===== src/rtl/synth_pkg.sv =====
// Shared types and tuning constants for the polyphonic synthesiser.
// Default half-periods assume a 12 MHz clock.
package synth_pkg;

  typedef enum logic [1:0] {
    IDLE    = 2'd0,
    ATTACK  = 2'd1,
    SUSTAIN = 2'd2,
    RELEASE = 2'd3
  } env_state_t;

  localparam int HALF_PERIOD_W = 16;
  localparam int MAX_VOICES    = 8;

  // Entry 0 is voice 0; entries 4..7 only matter for 8-voice builds.
  localparam logic [MAX_VOICES-1:0][HALF_PERIOD_W-1:0]
    DEFAULT_HALF_PERIODS = {
      16'd4296, 16'd4551, 16'd5107, 16'd5405,
      16'd5731, 16'd7653, 16'd9104, 16'd11472
    };

endpackage


===== src/rtl/synth_voice.sv =====
// One voice: button synchroniser, ADSR-style envelope FSM
// and square-wave tone generator gated by the envelope.
module synth_voice
  import synth_pkg::*;
#(
  parameter int PWM_BITS        = 8,
  parameter int ENV_STEP_CYCLES = 256,
  parameter logic [HALF_PERIOD_W-1:0] HALF_PERIOD = 16'd11472
) (
  input  logic                clk,
  input  logic                rst,
  input  logic                button,
  output logic [PWM_BITS-1:0] sample,
  output logic                active
);

  localparam int STEP_W =
    (ENV_STEP_CYCLES > 1) ? $clog2(ENV_STEP_CYCLES) : 1;
  localparam logic [STEP_W-1:0] STEP_LAST =
    STEP_W'(ENV_STEP_CYCLES - 1);
  localparam logic [PWM_BITS-1:0] ENV_MAX = '1;
  localparam logic [HALF_PERIOD_W-1:0] TONE_LAST =
    HALF_PERIOD - 1'b1;

  logic [1:0]               sync_q, sync_d;
  env_state_t               state_q, state_d;
  logic [PWM_BITS-1:0]      env_q, env_d;
  logic [STEP_W-1:0]        step_q, step_d;
  logic [HALF_PERIOD_W-1:0] tone_q, tone_d;
  logic                     phase_q, phase_d;
  logic                     btn;
  logic                     step_tick;

  assign btn       = sync_q[1];
  assign step_tick = (step_q == STEP_LAST);

  always_comb begin
    sync_d  = {sync_q[0], button};
    state_d = state_q;
    env_d   = env_q;
    unique case (state_q)
      IDLE: begin
        if (btn) state_d = ATTACK;
      end
      ATTACK: begin
        if (!btn)                state_d = RELEASE;
        else if (env_q == ENV_MAX) state_d = SUSTAIN;
        else if (step_tick)      env_d = env_q + 1'b1;
      end
      SUSTAIN: begin
        if (!btn) state_d = RELEASE;
      end
      RELEASE: begin
        // Re-press resumes the attack from the current level.
        if (btn)                 state_d = ATTACK;
        else if (env_q == '0)    state_d = IDLE;
        else if (step_tick)      env_d = env_q - 1'b1;
      end
      default: state_d = IDLE;
    endcase

    if (state_d != state_q)
      step_d = '0;
    else if (state_q == ATTACK || state_q == RELEASE)
      step_d = step_tick ? '0 : step_q + 1'b1;
    else
      step_d = '0;

    tone_d  = tone_q;
    phase_d = phase_q;
    if (state_q == IDLE) begin
      tone_d  = '0;
      phase_d = 1'b0;
    end else if (tone_q == TONE_LAST) begin
      tone_d  = '0;
      phase_d = ~phase_q;
    end else begin
      tone_d  = tone_q + 1'b1;
    end
  end

  always_ff @(posedge clk or posedge rst) begin
    if (rst) begin
      sync_q  <= '0;
      state_q <= IDLE;
      env_q   <= '0;
      step_q  <= '0;
      tone_q  <= '0;
      phase_q <= 1'b0;
    end else begin
      sync_q  <= sync_d;
      state_q <= state_d;
      env_q   <= env_d;
      step_q  <= step_d;
      tone_q  <= tone_d;
      phase_q <= phase_d;
    end
  end

  assign sample = phase_q ? env_q : '0;
  assign active = (state_q != IDLE);

endmodule


===== src/rtl/poly_synth.sv =====
// Polyphonic button synth: per-voice envelopes mixed
// into a single PWM audio stream with amplifier control.
module poly_synth
  import synth_pkg::*;
#(
  parameter int   NUM_VOICES      = 4,
  parameter int   PWM_BITS        = 8,
  parameter int   ENV_STEP_CYCLES = 256,
  parameter logic [MAX_VOICES-1:0][HALF_PERIOD_W-1:0]
                  HALF_PERIODS    = DEFAULT_HALF_PERIODS,
  parameter logic GAIN            = 1'b0
) (
  input  logic                  clk,
  input  logic                  rst,
  input  logic [NUM_VOICES-1:0] buttons,
  output logic                  pwm_out,
  output logic                  shutdown_b,
  output logic                  gain
);

  localparam int MIX_SH = $clog2(NUM_VOICES);
  localparam int SUM_W  = PWM_BITS + MIX_SH;
  localparam logic [PWM_BITS-1:0] PWM_LAST = '1;

  logic [NUM_VOICES-1:0][PWM_BITS-1:0] voice_sample;
  logic [NUM_VOICES-1:0]               voice_active;

  for (genvar i = 0; i < NUM_VOICES; i++) begin : g_voice
    synth_voice #(
      .PWM_BITS       (PWM_BITS),
      .ENV_STEP_CYCLES(ENV_STEP_CYCLES),
      .HALF_PERIOD    (HALF_PERIODS[i])
    ) u_voice (
      .clk   (clk),
      .rst   (rst),
      .button(buttons[i]),
      .sample(voice_sample[i]),
      .active(voice_active[i])
    );
  end

  logic [SUM_W-1:0]    sum;
  logic [PWM_BITS-1:0] mix;

  // Sum is wide enough for all voices at full scale.
  always_comb begin
    sum = '0;
    for (int i = 0; i < NUM_VOICES; i++)
      sum = sum + SUM_W'(voice_sample[i]);
  end

  assign mix = PWM_BITS'(sum >> MIX_SH);

  logic [PWM_BITS-1:0] pwm_cnt_q, pwm_cnt_d;
  logic [PWM_BITS-1:0] sample_reg_q, sample_reg_d;
  logic                pwm_q, pwm_d;
  logic                shut_q, shut_d;

  always_comb begin
    pwm_cnt_d    = pwm_cnt_q + 1'b1;
    sample_reg_d = (pwm_cnt_q == PWM_LAST) ? mix : sample_reg_q;
    pwm_d        = (pwm_cnt_q < sample_reg_q);
    shut_d       = |voice_active;
  end

  always_ff @(posedge clk or posedge rst) begin
    if (rst) begin
      pwm_cnt_q    <= '0;
      sample_reg_q <= '0;
      pwm_q        <= 1'b0;
      shut_q       <= 1'b0;
    end else begin
      pwm_cnt_q    <= pwm_cnt_d;
      sample_reg_q <= sample_reg_d;
      pwm_q        <= pwm_d;
      shut_q       <= shut_d;
    end
  end

  assign pwm_out    = pwm_q;
  assign shutdown_b = shut_q;
  assign gain       = GAIN;

endmodule


===== config.mk =====
export PLATFORM = sky130hd
export DESIGN_NAME = poly_synth
export DESIGN_NICKNAME = d
export VERILOG_FILES = /design/src/rtl/synth_pkg.sv /design/src/rtl/synth_voice.sv /design/src/rtl/poly_synth.sv
export SDC_FILE = /design/constraint.sdc
export NUM_CORES = 1
export LEC_CHECK = 0
export CORE_ASPECT_RATIO = 0.7
export CORE_MARGIN = 5
export CORE_UTILIZATION = 30
export DETAILED_ROUTE_END_ITERATION = 16
export GPL_ROUTABILITY_DRIVEN = 0
export RECOVER_POWER = 50
export SYNTH_ARGS = -nofsm -noshare
export SYNTH_HDL_FRONTEND = slang
export SYNTH_SLANG_ARGS = --single-unit

===== constraint.sdc =====
create_clock -name clk -period 7.6 [get_ports clk]
set_input_delay 1.9 -clock clk [delete_from_list [all_inputs] [get_ports clk]]
set_output_delay 1.9 -clock clk [all_outputs]
set_load 0.005 [all_outputs]

==> key figures, run 1 <==
Status
  • Status: finished, violations left
  • Failing checks: capacitance limit, slew limit

Floorplan
  • DIE WIDTH: 221 µm
  • Die ar.: around 35000 µm²
  • Die height: approximately 160 µm
  • Ports: 9
  • Initial Util: 0.302
  • Row cnt: between 50 and 60
  • Core ar.: ~31000 µm²

Setup path
  • Reg-to-reg startpoint: g_voice[0].u_voice.phase_q
  • Kind of cell adding the most delay to the critical path: buffers and inverters
  • Crit-path slowest cell: buf_4
  • Worst setup SP type: input pin
  • Worst Path Buf+Inv: 3
  • Max Fanout on Critical Path: approximately 110
  • Critical path class: input pin to asynchronous set/reset pin
  • Crit path cell chain: dlygate4sd3_1, inv_6, buf_4
  • Crit path DAT: between 4 and 5 ns
  • Worst path required time: 8.08 ns
  • R2R Setup Slk: approximately 4.1 ns
  • R2R cell count: 12
  • Crit. End Element: asynchronous set/reset pin
  • Reg2reg end: sample_reg_q[7]
  • Worst path max stage delay: 0.74 ns

GRT
  • Tot GR Track Use: 0.103
  • Pin count of the biggest net entering global routing: between 100 and 150
  • Overflow after GRT: 0
  • Initial antenna violation count: 0
  • First-pass GRT wire length: between 30000 and 40000 µm
  • Vias in the first global route: slightly above 6000

Synthesis
  • Post-synth EDFFs: 0
  • Mapped cell area: ~9400 µm²
  • Synthesized area per cell: 9.55 µm²
  • Largest area contributor in the synthesized netlist: dfrtp_1
  • FFs w/ async S/R, synth: 1.00
  • Top-area cell type share of the netlist area: 0.444
  • Cells after Synth: roughly 1000
  • Yosys warnings: 0
  • Syn nets: 1054
  • Top cells by count, synth: 166 x dfrtp_1, 145 x nor2_1, 90 x nand2_1
  • Synth Flop Type: dfrtp_1
  • Distinct cells, synth: 57
  • Yosys reg bits: 166
  • Register area share after synthesis: 0.444
  • Count leader, synth: dfrtp_1
  • Most area-consuming cells after synthesis: dfrtp_1 44%, xor2_1 7.0%, ha_1 6.6%, nor2_1 5.8%, fa_1 4.3%

Placement
  • DP Worst Slack: 3.59 ns
  • Post-DP HPWL: between 10000 and 15000 µm
  • Port bufs: 7

Power and ir drop
  • Peak VDD IR: around 0.15 mV
  • Clk pwr share: 0.363
  • Logic pwr share: 0.201
  • Leakage: 4.74 nW
  • Register share of total power: 0.436
  • Pwr Density: 230 nW/µm²
  • Pint: around 1.6 mW
  • Sw Share: 0.316
  • Psw: around 760 µW

Timing
  • Max Clk Rate: between 200 and 300 MHz
  • Final Max Slew Viols: 17
  • Fin Setup TNS: 0 ns
  • Final worst slack: between 4 and 5 ns
  • Hold slack: roughly 0.35 ns
  • RSZ-0062 raised after global routing: no
  • Worst-Margin Slew: approximately 1.8 ns
  • Worst slew margin: -0.180
  • Hold violation count in the final report: 0
  • Clock period minus worst slack: between 3 and 4 ns
  • Tcrit/Tclk final: 0.470
  • Clock skew: 0.00787 ns
  • Final setup vio count: 0

Detailed routing
  • DR vias: 6388
  • DR vias/cell: ~4.5
  • WL final: 16900 µm
  • Drt initial violations: 370
  • Antenna-violating nets left: 0
  • Drt first pass iters: 5
  • Routed len/inst: approximately 12 µm
  • Post-route DRC: 0

Clock tree
  • Inserted Clock Buffers: 17
  • Resized Gates After CTS: 0
  • Clock Pin Slew Worst Setup and Hold Paths: 0.07 ns
  • CTS Sinks: between 150 and 200
  • Htree depth: 4
  • Hold-fix buffers at CTS: 0
  • Root buffer cell: clkbuf_16
  • CTS Buffer Depth: 2
  • Post-CTS Setup Bufs: 0
  • TritonCTS clock tree: done
  • Worst-Skew Late Latency: about 0.43 ns

Cells and area
  • Reg area: ~4200 µm²
  • Share of cells above drive strength 1: 0.0349
  • Area of the multi-input gates: 4790 µm²
  • Nets: roughly 1100
  • Fillers: 3207
  • N_diodes: 0
  • Layout area overhead: 11.4%

Worst hold path
  • Worst hold path type: register to register
  • Min-Delay Endpoint: g_voice[3].u_voice.sync_q[1]
  • Hold path cells: 0
  • Hold Crit Start: g_voice[3].u_voice.sync_q[0]

Flow run
  • Number of max-cap violations: 1
==> final cells by class <==
cell class / count / share of cell area
Clock buffer: 19 / 0.0425
Clock inverter: 13 / 0.0142
Inverter: 71 / 0.0261
Multi-Input combinational cell: 726 / 0.460
Sequential cell: 166 / 0.399
Tap cell: 420 / 0.0505
Timing Repair Buffer: 8 / 0.00745
==> per-stage QoR <==
| step | instance area [µm²] | util | total power, mW | std cells |
|---|---|---|---|---|
| 4_1_cts | 10400 | 0.337 | 2.43 | 1423 |
| 3_5_place_dp | 9850 | 0.318 | 1.55 | 1391 |
| 5_1_grt | 10400 | 0.336 | 2.56 | 1423 |
| 6_report | 10400 | 0.336 | 2.40 | 1423 |
| 3_3_place_gp | 9850 | 0.318 | 1.54 | 1391 |
| 2_1_floorplan | 9350 | - | 1.45 | 979 |
==> worst max path at each step <==
stage	from	end	slack (ns)	cells after the start
after floorplan	rst	g_voice[0].u_voice.env_q[0]	1.21	1
after global placement	rst	g_voice[0].u_voice.tone_q[6]	3.60	3
after detailed placement	rst	g_voice[0].u_voice.state_q[1]	3.59	3
after CTS	g_voice[0].u_voice.phase_q	sample_reg_q[7]	4.04	12
after global routing	rst	g_voice[0].u_voice.tone_q[7]	3.70	3
final	rst	g_voice[0].u_voice.tone_q[7]	4.03	3
==> cells by family (layout without fill, tap and decap cells) <==
kind of cell	count (synthesis)	in the layout	share of synthesized area
simple gates	419	419	0.217
buf+inv	87	111	0.0397
mux	1	1	0.00120
xor+xnor	120	120	0.112
other cells	1	1	0.000401
compound gates	116	116	0.0769
flops	166	166	0.444
fa+ha+maj	69	69	0.108
==> cell usage in the layout, fill, tap and decap left out, types with 5 or more instances in the layout <==
cell / n
dfrtp_1: 166
nor2_1: 146
nand2_1: 90
xor2_1: 75
inv_1: 70
nand3_1: 52
ha_1: 49
xnor2_1: 45
o21ai_0: 38
a21oi_1: 27
and2_1: 24
and3_1: 23
nand4_1: 21
fa_1: 20
clkbuf_16: 17
nor2b_1: 10
or4_1: 9
nor3_1: 9
o31ai_1: 8
o21ai_1: 7
nand3b_1: 6
a21boi_0: 5
nor3b_1: 5
and2_0: 5
dlygate4sd3_1: 5
==> power by group through the flow <==
stage | combinational, mW | sequential [mW] | clock, mW
final | 0.481 | 1.05 | 0.870
after global routing | 0.558 | 1.06 | 0.938
after CTS | 0.495 | 1.05 | 0.891
after detailed placement | 0.491 | 1.06 | 0
after global placement | 0.482 | 1.06 | 0
after floorplan | 0.418 | 1.04 | 0
==> per-layer routing <==
| layer | global-route usage | vias to the layer above | part of all wire |
|---|---|---|---|
| met5 | 0 | - | 0 |
| met4 | 0.0245 | 0 | 0.0067 |
| met3 | 0.0300 | 8 | 0.033 |
| met2 | 0.143 | 57 | 0.40 |
| met1 | 0.157 | 3014 | 0.56 |
| li1 | - | 3309 | - |
==> registers in the layout, summed over array words and instances, names as in the netlist <==
name	flops
g_voice.u_voice.env_q	32
g_voice.u_voice.phase_q	4
g_voice.u_voice.state_q	8
g_voice.u_voice.step_q	32
g_voice.u_voice.sync_q	8
g_voice.u_voice.tone_q	64
pwm_cnt_q	8
pwm_out	1
sample_reg_q	8
shutdown_b	1
==> worst register-to-register path: stages (launching register included) <==
cell and delay, ns:
dfrtp_1 0.48, and2_1 0.20, fa_1 0.55, inv_1 0.06, fa_1 0.53, inv_1 0.07
fa_1 0.46, a21o_1 0.18, a21oi_1 0.25, o21ai_1 0.14, a21o_1 0.19, a211oi_1 0.24
a21oi_1 0.06
Note: power is estimated with default switching activity, not from simulation.
==> run 2: changes to the inputs <==
==> constraint.sdc (replaced) <==
create_clock -name clk -period 3.3 [get_ports clk]
set_input_delay 0.825 -clock clk [delete_from_list [all_inputs] [get_ports clk]]
set_output_delay 0.825 -clock clk [all_outputs]
set_load 0.005 [all_outputs]
==> key figures, run 2 (synthesis gave the netlist of run 1 again) <==
Status
  • Status: finished, final reports clean

Setup path
  • R2R cell count: 11
  • R2R Setup Slk: 0.18 ns
  • Worst setup SP type: register
  • Reg-to-reg startpoint: g_voice[2].u_voice.phase_q
  • Worst path required time: 3.60 ns
  • Worst Path Buf+Inv: 0
  • Crit path cell chain: and2_4, fa_1, fa_1, and4b_2, fa_2, a21o_1, a21oi_2, o21ai_2, a21o_1, a211oi_2, a21oi_1
  • Kind of cell adding the most delay to the critical path: adder cells
  • Worst setup path end: sample_reg_q[7]
  • Levels on crit path: 11
  • Reg2reg end: sample_reg_q[7]
  • Max Fanout on Critical Path: 3
  • Crit path from: g_voice[2].u_voice.phase_q
  • Crit. End Element: register
  • Worst path max stage delay: just under 0.6 ns
  • Crit-path slowest cell: fa_1
  • Crit path DAT: ~3.4 ns
  • Critical path class: register to register

Cells and area
  • Commonest non-fill, non-tap cell in the layout: dfrtp_1
  • N_diodes: 0
  • Layout area overhead: 14.1%
  • Nets: 1090
  • Post-Layout Cell Count: around 1400
  • Share of cells above drive strength 1: 0.0720
  • Top reg by flops: g_voice.u_voice.tone_q
  • Max reg flops: 64
  • Fillers: 3157
  • Top Registers: g_voice.u_voice.tone_q: 64 flops, g_voice.u_voice.env_q: 32 flops, g_voice.u_voice.step_q: 32 flops
  • Most frequent cells in the layout: 166 x dfrtp_1, 145 x nor2_1, 90 x nand2_1, 75 x xor2_1, 69 x inv_1

Power and ir drop
  • Logic pwr share: 0.202
  • Peak VDD IR: 0.266 mV
  • Pint: about 3.8 mW
  • Leakage: ~4.9 nW
  • Overall power: 5.54 mW
  • Pwr Density: a little over 500 nW/µm²
  • Psw: roughly 1.7 mW
  • Clk pwr share: 0.363
  • Register share of total power: 0.435
  • Sw Share: 0.314

Clock tree
  • Root buffer cell: clkbuf_16
  • CTS Sinks: between 150 and 200
  • Worst-Skew Late Latency: between 0.4 and 0.5 ns
  • CTS Buffer Depth: 2
  • TritonCTS clock tree: done
  • Clock Pin Slew Worst Setup and Hold Paths: roughly 0.07 ns
  • Inserted Clock Buffers: 17
  • Hold-fix buffers at CTS: 0
  • Htree depth: 4

Placement
  • Post-DP HPWL: ~13000 µm
  • Placed Cells: around 1400
  • Port bufs: 7
  • DP Worst Slack: -0.0244 ns

Timing
  • Final worst slack: about 0.18 ns
  • Worst-Margin Slew: between 1 and 1.5 ns
  • Worst slew margin: 0.0612
  • Max Clk Rate: approximately 320 MHz
  • Hold violation count in the final report: 0
  • Clock skew: 0.00962 ns
  • Final setup vio count: 0
  • Clock period minus worst slack: 3.12 ns
  • Final Max Slew Viols: 0
  • Tcrit/Tclk final: 0.947

Floorplan
  • Core ar.: about 31000 µm²
  • Die ar.: 34900 µm²
  • DIE WIDTH: 221 µm
  • Row cnt: 54
  • Die height: between 150 and 200 µm
  • Initial Util: 0.302
  • Ports: 9

Detailed routing
  • Drt first pass iters: 4
  • Routed len/inst: roughly 12 µm
  • Post-route DRC: 0
  • Drt initial violations: ~330
  • DR vias: between 6000 and 7000
  • WL final: about 17000 µm
  • DR vias/cell: 4.43
  • Antenna-violating nets left: 0

GRT
  • Overflow after GRT: 0
  • Tot GR Track Use: 0.105
  • Pin count of the biggest net entering global routing: 43
  • First-pass GRT wire length: roughly 31000 µm
  • Initial antenna violation count: 0
  • Vias in the first global route: between 6000 and 7000

Worst hold path
  • Worst hold path type: register to register

Flow run
  • Number of max-cap violations: 0
## run 2: cell type report
type,instances,area [µm²],area share
inverters,71,268,0.0251
well taps,420,526,0.0493
clock inverters,14,163,0.0152
clock buffers,18,439,0.0412
flip-flops and latches,166,4150,0.389
multi-input cells,726,4860,0.456
repair buffers,33,259,0.0243
## run 2: how the worst min path moves through the flow
stage,startpoint,endpoint,depth (start not counted)
2_1_floorplan,g_voice[0].u_voice.sync_q[0],g_voice[0].u_voice.sync_q[1],0
3_3_place_gp,g_voice[2].u_voice.sync_q[0],g_voice[2].u_voice.sync_q[1],0
3_5_place_dp,g_voice[2].u_voice.sync_q[0],g_voice[2].u_voice.sync_q[1],0
4_1_cts,g_voice[2].u_voice.sync_q[0],g_voice[2].u_voice.sync_q[1],0
5_1_grt,g_voice[1].u_voice.sync_q[0],g_voice[1].u_voice.sync_q[1],0
6_report,g_voice[1].u_voice.sync_q[0],g_voice[1].u_voice.sync_q[1],0
## run 2: what timing repair did
action / CTS / global route
buffers inserted: 1 / 1
setup endpoints to repair: 1 / 4
pin swaps: 0 / 9
resized for setup: 1 / 11
## run 2: per-layer routing
| metal | wire (µm) | vias to the layer above | track usage |
|---|---|---|---|
| li1 | - | 3350 | - |
| met1 | 9620 | 3013 | 0.157 |
| met2 | 6840 | 42 | 0.150 |
| met3 | 402 | 13 | 0.0241 |
| met4 | 188 | 0 | 0.0301 |
| met5 | 0 | - | 0 |
## run 2: power groups by stage
stage	registers, mW	clock network [mW]	logic [mW]
after detailed placement	2.45	0	1.15
after global placement	2.44	0	1.13
after global routing	2.45	2.18	1.31
final	2.41	2.01	1.12
after CTS	2.41	2.10	1.15
after floorplan	2.38	0	0.963
## run 2: metrics by stage
step / area, µm² / util / TNS (ns) / hold slack (ns)
2_1_floorplan: 9350 / - / 0 / 0.331
3_3_place_gp: 10100 / 0.326 / 0 / 0.338
3_5_place_dp: 10100 / 0.326 / -0.0244 / 0.346
4_1_cts: 10700 / 0.346 / 0 / 0.362
5_1_grt: 10700 / 0.345 / -0.00186 / 0.372
6_report: 10700 / 0.345 / 0 / 0.356
==> run 3: changes to the inputs <==
--- a/config.mk
+++ b/config.mk
@@ -5,11 +5,13 @@
 export SDC_FILE = /design/constraint.sdc
 export NUM_CORES = 1
 export LEC_CHECK = 0
+export ABC_AREA = 1
 export CORE_ASPECT_RATIO = 0.7
 export CORE_MARGIN = 5
-export CORE_UTILIZATION = 30
+export CORE_UTILIZATION = 60
 export DETAILED_ROUTE_END_ITERATION = 16
 export GPL_ROUTABILITY_DRIVEN = 0
+export PLACE_DENSITY = 0.76
 export RECOVER_POWER = 50
 export SYNTH_ARGS = -nofsm -noshare
 export SYNTH_HDL_FRONTEND = slang
==> key figures, run 3 <==
Synthesis
  • Synthesized area per cell: between 7 and 8 µm²
  • Cells after Synth: approximately 1400
  • Yosys reg bits: 166
  • Count leader, synth: nand2_1
  • Synth Flop Type: dfrtp_1
  • Register area share after synthesis: 0.387
  • Yosys warnings: 0
  • Post-synth EDFFs: 0
  • Top-area cell type share of the netlist area: 0.387
  • FFs w/ async S/R, synth: 1.00
  • Most area-consuming cells after synthesis: dfrtp_1 39%, nand2_1 12%, inv_1 6.9%, nor2_1 5.8%, ha_1 5.7%
  • Mapped cell area: approximately 11000 µm²
  • Largest area contributor in the synthesized netlist: dfrtp_1
  • Syn nets: 1494
  • Top cells by count, synth: 347 x nand2_1, 197 x inv_1, 167 x nor2_1
  • Distinct cells, synth: 46

Power and ir drop
  • Overall power: 9.80 mW
  • Peak VDD IR: approximately 0.64 mV
  • Leakage: 5.85 nW
  • Pint: roughly 5.4 mW
  • Psw: between 4 and 5 mW
  • Pwr Density: 836 nW/µm²
  • Logic pwr share: 0.467
  • Sw Share: 0.445
  • Register share of total power: 0.310
  • Clk pwr share: 0.223

Floorplan
  • Ports: 9
  • Die height: 122 µm
  • Initial Util: 0.618
  • Row cnt: 40
  • Core ar.: approximately 17000 µm²
  • Die ar.: approximately 21000 µm²
  • DIE WIDTH: about 170 µm

GRT
  • Initial antenna violation count: 0
  • Tot GR Track Use: 0.235
  • Pin count of the biggest net entering global routing: 62
  • Overflow after GRT: 0
  • Vias in the first global route: between 8000 and 9000
  • First-pass GRT wire length: ~40000 µm

Detailed routing
  • Post-route DRC: 0
  • Antenna-violating nets left: 0
  • DR vias: ~9100
  • WL final: between 20000 and 25000 µm
  • Drt first pass iters: 5
  • Drt initial violations: between 800 and 900
  • DR vias/cell: approximately 5.4
  • Routed len/inst: ~13 µm

Setup path
  • Critical path class: register to register
  • Worst setup SP type: register
  • Crit. End Element: register
  • Crit path cell chain: nand2_1, inv_1, fa_1, inv_1, fa_1, inv_1, ha_1, inv_1, o21ai_0, a21boi_0, nand2_1, nand2_1, nand3_1, nand2_1
  • Crit path DAT: around 3.4 ns
  • Max Fanout on Critical Path: 10
  • Crit-path slowest cell: fa_1
  • Worst path required time: ~3.7 ns
  • Worst path max stage delay: 0.53 ns

Cells and area
  • Top Registers: g_voice.u_voice.tone_q: 64 flops, g_voice.u_voice.env_q: 32 flops, g_voice.u_voice.step_q: 32 flops
  • N_diodes: 0
  • Post-route cell area: 11700 µm²
  • Max reg flops: between 60 and 70
  • Post-Layout Cell Count: between 1500 and 2000
  • Most frequent cells in the layout: 349 x nand2_1, 198 x inv_1, 170 x nor2_1, 166 x dfrtp_1, 121 x nand3_1
  • Nets: roughly 1500
  • Top reg by flops: g_voice.u_voice.tone_q
  • Commonest non-fill, non-tap cell in the layout: nand2_1
  • Fillers: ~1400
  • Layout area overhead: 9.09%
  • Share of cells above drive strength 1: 0.0681
  • Fin util: 0.675

Timing
  • Tcrit/Tclk final: 0.918
  • Fin Setup TNS: 0 ns
  • Hold violation count in the final report: 0
  • Final setup vio count: 0
  • Hold slack: between 0.3 and 0.4 ns
  • Worst-Margin Slew: roughly 1.3 ns
  • Clock skew: a little over 0.009 ns
  • Clock period minus worst slack: around 3.0 ns
  • RSZ-0062 raised after global routing: no
  • Max Clk Rate: ~330 MHz
  • Final worst slack: about 0.27 ns
  • Worst slew margin: 0.103
  • Final Max Slew Viols: 0

Clock tree
  • Root buffer cell: clkbuf_16
  • Worst-Skew Late Latency: between 0.4 and 0.5 ns
  • Hold-fix buffers at CTS: 0
  • Post-CTS Setup Bufs: 0
  • Clock Pin Slew Worst Setup and Hold Paths: roughly 0.060 ns
  • Resized Gates After CTS: 0
  • CTS Sinks: approximately 170
  • CTS Buffer Depth: 2
  • Inserted Clock Buffers: 17
  • Htree depth: 4
  • TritonCTS clock tree: done

Status
  • Status: finished, final reports clean

Placement
  • DP Worst Slack: ~0.36 ns
  • Area post-placement: roughly 11000 µm²
  • Port bufs: 7
  • Post-DP HPWL: ~17000 µm
  • Placed Cells: ~1700

Flow run
  • Number of max-cap violations: 0

Worst hold path
  • Worst hold path type: register to register
## run 3: final timing paths
path	startpoint	cells past startpoint	to	slack [ns]
setup / recovery	g_voice[0].u_voice.phase_q	14	sample_reg_q[6]	0.27
hold / removal	g_voice[1].u_voice.sync_q[0]	0	g_voice[1].u_voice.sync_q[1]	0.35
setup reg to reg	g_voice[0].u_voice.phase_q	14	sample_reg_q[6]	0.27
hold reg to reg	g_voice[1].u_voice.sync_q[0]	0	g_voice[1].u_voice.sync_q[1]	0.35
max in group asynchronous	rst	3	g_voice[1].u_voice.step_q[0]	0.56
min in group asynchronous	rst	2	g_voice[2].u_voice.tone_q[14]	0.97
## run 3: logic make-up after synthesis
| family | synth area share |
|---|---|
| xor+xnor | 0.0416 |
| fa+ha+maj | 0.0944 |
| flops | 0.387 |
| buf+inv | 0.0771 |
| simple gates | 0.344 |
| compound gates | 0.0560 |
| other cells | 0.000349 |
## run 3: final cells by class
cell class              instances  area, µm²  area share
clock buffers                  21        480      0.0410
clock inverters                10        170      0.0145
inverters                     207        778      0.0664
multi-input cells            1036       5740       0.490
flip-flops and latches        166       4150       0.355
well taps                     231        289      0.0247
repair buffers                 14        104     0.00886
## run 3: routing by layer
layer,track usage,wire (µm),vias to the layer above
li1,-,-,4607
met1,0.349,11700,4250
met2,0.352,9590,223
met3,0.0477,1160,27
met4,0.0648,264,0
met5,0,0,-
## run 3: critical path, delay by kind of cell (launching register included)
kind | cells | cell delay (ns)
compound gates | 2 | 0.41
fa+ha+maj | 3 | 1.38
buf+inv | 4 | 0.26
flops | 1 | 0.49
simple gates | 5 | 0.41
## run 3: power by group through the flow
| stage | logic [mW] | clock network [mW] | registers [mW] |
|---|---|---|---|
| after floorplan | 3.73 | 0 | 2.85 |
| after global placement | 4.40 | 0 | 3.03 |
| after detailed placement | 4.53 | 0 | 3.05 |
| after CTS | 4.59 | 2.23 | 3.02 |
| after global routing | 5.25 | 2.31 | 3.11 |
| final | 4.58 | 2.18 | 3.04 |
